===== src/rtl/aud_i2s_tx.sv =====
// I2S DAC serialiser: latches one DSP sample per LRCK frame and shifts it MSB-first
// onto the codec data pin in the BCLK domain, with LRCK sampled as data.
module aud_i2s_tx #(
  parameter int DATA_W    = 16,
  parameter int I2S_DELAY = 1,
  parameter bit STEREO    = 1'b1
) (
  input  logic              i_clk,
  input  logic              i_rst,
  input  logic              i_en,
  input  logic              i_daclrck,
  input  logic [DATA_W-1:0] i_dac_data,
  output logic              o_aud_dacdat,
  output logic              o_busy,
  output logic              o_frame_start,
  output logic              o_slot_err
);

  localparam int CNT_W = $clog2(DATA_W + 1);
  localparam int DLY_W = (I2S_DELAY > 1) ? $clog2(I2S_DELAY) : 1;

  typedef enum logic [1:0] {S_SYNC, S_DELAY, S_SEND, S_HOLD} state_e;

  localparam state_e START_STATE = (I2S_DELAY == 1) ? S_SEND : S_DELAY;

  state_e            state_q, state_d;
  logic              lrck_q;
  logic [DATA_W-1:0] sample_q, sample_d;
  logic [DATA_W-1:0] shift_q, shift_d;
  logic [CNT_W-1:0]  cnt_q, cnt_d;
  logic [DLY_W-1:0]  dly_q, dly_d;
  logic              frame_start_q, frame_start_d;
  logic              slot_err_q, slot_err_d;

  logic lrck_edge, fall_edge, rise_edge, busy;

  assign lrck_edge = i_daclrck ^ lrck_q;
  assign fall_edge = lrck_edge & lrck_q;
  assign rise_edge = lrck_edge & ~lrck_q;
  assign busy      = (state_q == S_DELAY) || (state_q == S_SEND);

  // NOTE: every variable gets its hold value first, so no path through this block infers a latch.
  always_comb begin
    state_d       = state_q;
    sample_d      = sample_q;
    shift_d       = shift_q;
    cnt_d         = cnt_q;
    dly_d         = dly_q;
    frame_start_d = 1'b0;
    slot_err_d    = lrck_edge & busy;

    case (state_q)
      S_DELAY: begin
        if (int'(dly_q) == I2S_DELAY - 2) state_d = S_SEND;
        else                              dly_d   = dly_q + DLY_W'(1);
      end
      S_SEND: begin
        shift_d = {shift_q[DATA_W-2:0], 1'b0};
        cnt_d   = cnt_q + CNT_W'(1);
        if (int'(cnt_q) == DATA_W - 1) state_d = S_HOLD;
      end
      default: ;
    endcase

    // Slot edges override whatever the current slot was doing.
    if (fall_edge && i_en) begin
      sample_d      = i_dac_data;
      shift_d       = i_dac_data;
      frame_start_d = 1'b1;
      cnt_d         = '0;
      dly_d         = '0;
      state_d       = START_STATE;
    end else if (rise_edge && (state_q != S_SYNC)) begin
      cnt_d = '0;
      dly_d = '0;
      if (STEREO) begin
        shift_d = sample_q;
        state_d = START_STATE;
      end else begin
        // Mono: the right slot is pure silence, so it is not shifted at all.
        shift_d = '0;
        state_d = S_HOLD;
      end
    end else if (fall_edge) begin
      state_d = S_SYNC;
    end
  end

  // NOTE: state is updated with non-blocking assignments so every register sees pre-edge values.
  always_ff @(posedge i_clk) begin
    if (i_rst) begin
      state_q       <= S_SYNC;
      lrck_q        <= 1'b0;
      sample_q      <= '0;
      shift_q       <= '0;
      cnt_q         <= '0;
      dly_q         <= '0;
      frame_start_q <= 1'b0;
      slot_err_q    <= 1'b0;
    end else begin
      state_q       <= state_d;
      lrck_q        <= i_daclrck;
      sample_q      <= sample_d;
      shift_q       <= shift_d;
      cnt_q         <= cnt_d;
      dly_q         <= dly_d;
      frame_start_q <= frame_start_d;
      slot_err_q    <= slot_err_d;
    end
  end

  // The edge cycle already belongs to the new slot, so a truncated slot is silenced there.
  assign o_aud_dacdat  = (state_q == S_SEND) && !lrck_edge && shift_q[DATA_W-1];
  assign o_busy        = busy;
  assign o_frame_start = frame_start_q;
  assign o_slot_err    = slot_err_q;

endmodule

===== config.mk =====
export PLATFORM = sky130hd
export DESIGN_NAME = aud_i2s_tx
export DESIGN_NICKNAME = d
export VERILOG_FILES = /design/src/rtl/aud_i2s_tx.sv
export SDC_FILE = /design/constraint.sdc
export NUM_CORES = 1
export LEC_CHECK = 0
export CAP_MARGIN = 20
export CORE_MARGIN = 2
export CORE_UTILIZATION = 40
export DETAILED_ROUTE_END_ITERATION = 8
export PLACE_DENSITY_LB_ADDON = 0.12
export RECOVER_POWER = 25
export SLEW_MARGIN = 10
export SYNTH_ARGS = -nofsm -noshare
export SYNTH_HDL_FRONTEND = slang
export SYNTH_SLANG_ARGS = --single-unit

===== constraint.sdc =====
create_clock -name i_clk -period 1.8 [get_ports i_clk]
set_input_delay 0.18 -clock i_clk [delete_from_list [all_inputs] [get_ports i_clk]]
set_output_delay 0.18 -clock i_clk [all_outputs]
set_load 0.005 [all_outputs]

==> key figures <==
Timing
  • Endpoints failing setup: 0
  • Final worst slack: approximately 0.13 ns
  • Final Hold Viols: 0
  • Min cycle time layout: between 1.5 and 2 ns
  • Final Skew: approximately 0.0077 ns
  • Tcrit/Tclk final: ~93%
  • RSZ-0062 raised after global routing: false
  • Rel. slew slack: around half
  • Maximum clock rate: about 600 MHz
  • Tightest Pin Transition: about 0.75 ns
  • Max-slew violation count: 0

Yosys
  • Post-synthesis sequential element count: 42
  • Cell variety after synth: 30
  • Area leader, netlist: dfxtp_1
  • Number of synthesized flops with an enable pin: 0
  • Commonest cells post-synth: dfxtp_1, nand2_1, nor2_1, inv_1, a21oi_1
  • Cells after Synth: around 230
  • Syn nets: about 260
  • Area share of the largest cell type after synthesis: a little over two fifths
  • Synth async-reset ratio: 0%
  • Mapped Area: about 0.0019 mm^2
  • YS warnings: 0
  • Top area cells in the synthesized netlist: dfxtp_1, a311oi_1, and3b_1, nand2_1, o32ai_1
  • Syn_area_per_cell: around 8.4 um^2
  • Main flop type after synthesis: dfxtp_1
  • Most common cell in the netlist: dfxtp_1
  • Seq/Total Area, Yosys: a little over two fifths

Clocking
  • Clk root buf: clkbuf_8
  • CTS tree: done
  • Clock Path Buffers: 2
  • Clock Latency Late Sink: around 0.30 ns
  • Inserted Clock Buffers: 5
  • Post-CTS Setup Repair Bufs: 0
  • # hold bufs at CTS: 0
  • Resized cells post-CTS: 1
  • Clock Pin Slew Worst Setup and Hold Paths: about 0.080 ns
  • H-tree levels: 2
  • Clk sinks: 42

Final layout
  • Diodes inserted: 0
  • Area grow syn2layout: 23.5%
  • Post-Layout Cell Count: 310
  • Fill cells: 456
  • Post-layout net count: 281
  • Reg area: approximately 840 um^2
  • Area of the multi-input gates: approximately 920 um^2
  • Share of post-route cells with drive strength above 1: 10.2%

Worst setup path
  • Critical Path Max Stage Delay: roughly 0.5 ns
  • CP startpoint kind: register
  • CP Data Required Time: ~1.6 ns
  • Worst path slowest cell: clkdlybuf4s50_1
  • CP Data Arrival Time: approximately 1.5 ns
  • Critical-path cell list: inv_1, ha_1, clkdlybuf4s50_1
  • Worst Setup End Kind: primary output
  • Worst-path maximum fanout: 3
  • Critical path class: reg -> out
  • Flop2flop setup slack: around 0.20 ns

Place
  • Routability cong.: a little over 0.7
  • PortBufs: 23
  • Detailed Place HPWL: roughly 2800 um
  • Worst slack, placed: -0.183 ns
  • Placed insts: a little over 300

Route
  • DRC: 0
  • Vias after detailed routing: approximately 1700
  • Starting DRC count in detailed routing: ~60
  • DR WL/cell: between 10 and 15 um
  • Detailed Route WL: approximately 4200 um
  • Via/cell ratio: approximately 5.4
  • Drt pass-1 iters: 4
  • DRT antenna net count: 0

Floorplan
  • I/O pin cnt: 24
  • Initial Utilization: roughly two fifths
  • Die footprint: ~0.0054 mm^2
  • Die Wd: 73.5 um
  • Core Footprint: 0.00469 mm^2
  • FP Rows: 25
  • Die H: ~73 um

Power
  • Comb pwr share: around 11%
  • NetSw: approximately 0.00043 W
  • Sw Ratio: around 23%
  • Peak VDD IR: 0.445 mV
  • Seq pwr share: 51.7%
  • Leakage Power: roughly 0.94 nW
  • Power, Total: between 0.0015 and 0.002 W
  • Clk pwr share: about 37%
  • PwrDens: ~800 mW/mm^2
  • P_int: 0.00145 W

Global route
  • Vias in the first global route: 1471
  • Pin count of the biggest net entering global routing: 36
  • First-pass GRT wire length: 6750 um
  • GRT Resource Usage Total: between 10% and 20%
  • Initial antenna violation count: 0
  • GR Overflow Total: 0

Status
  • Status: complete, no violations

Run
  • Max-cap violations: 0

Hold path
  • Hold Path Class: reg -> reg
cell type report:
| class | count | share of cell area (%) |
|---|---|---|
| tap | 54 | 2.83 |
| clock buffer | 8 | 4.61 |
| inverter | 20 | 3.15 |
| sequential | 42 | 35.2 |
| multi-input combinational | 146 | 38.4 |
| timing repair buffer | 40 | 15.7 |
sequential cells by signal, summed over array words and instances, names as in the netlist:
name and flops:
cnt_q 5, lrck_q 1, o_frame_start 1, o_slot_err 1
sample_q 16, shift_q 16, state_q 2
critical path: cells and delay by family (launching register included):
| kind | cells | cell delay (ns) |
|---|---|---|
| buf+inv | 2 | 0.55 |
| flops | 1 | 0.36 |
| fa+ha+maj | 1 | 0.29 |
logic make-up (layout without fill, tap and decap cells):
group | Yosys count | count (layout) | synth area share, %
xor+xnor | 3 | 3 | 1.36
mux | 1 | 1 | 0.518
compound gates | 51 | 51 | 19.4
flops | 42 | 42 | 43.5
fa+ha+maj | 6 | 6 | 3.89
simple gates | 85 | 85 | 22.3
buf+inv | 41 | 68 | 9.00
placed cells by master, fill, tap and decap left out, types with 2 or more instances in the layout:
cell type	instances
a21oi_1	18
dlygate4sd3_1	3
buf_4	13
dfxtp_1	42
and3b_1	15
xor2_1	2
buf_12	2
a311oi_1	16
o32ai_1	15
ha_1	6
nand2_1	35
clkbuf_8	8
clkdlybuf4s50_1	19
nor2_1	23
and3_1	2
inv_1	20
per-stage QoR:
stage	utilization [%]	hold WS, ns	TNS [ns]	cell area (um^2)
floorplan	-	0.316	0	1930
global placement	48.7	0.440	-2.10	2280
detailed placement	48.7	0.447	-2.60	2280
CTS	51.0	0.447	0	2390
global route	50.9	0.466	0	2390
finish	50.9	0.456	0	2390
power by group through the flow:
stage	sequential, W	clock, W	combinational (W)
floorplan	0.000990	0	0.000116
global placement	0.000994	0	0.000210
detailed placement	0.000994	0	0.000209
CTS	0.000972	0.000734	0.000210
global route	0.000976	0.000769	0.000227
finish	0.000973	0.000704	0.000206
final timing paths:
| check | startpoint | endpoint | cells past startpoint |
|---|---|---|---|
| worst min register to register | sample_q[13]$_SDFFE_PP0P_ | sample_q[13]$_SDFFE_PP0P_ | 2 |
| worst max-delay path | state_q[1]$_SDFFE_PP0P_ | o_busy | 3 |
| worst min-delay path | sample_q[13]$_SDFFE_PP0P_ | sample_q[13]$_SDFFE_PP0P_ | 2 |
| worst max register to register | state_q[0]$_SDFFE_PP0P_ | shift_q[7]$_SDFFE_PP0P_ | 4 |
layer usage:
metal | track usage [%] | up-vias | part of all wire (%)
li1 | - | 852 | -
met1 | 20.4 | 788 | 49
met2 | 25.7 | 24 | 46
met3 | 5.35 | 2 | 3.9
met4 | 5.45 | 0 | 0.67
met5 | 0 | - | 0
Power figures use the tool's default switching activity.
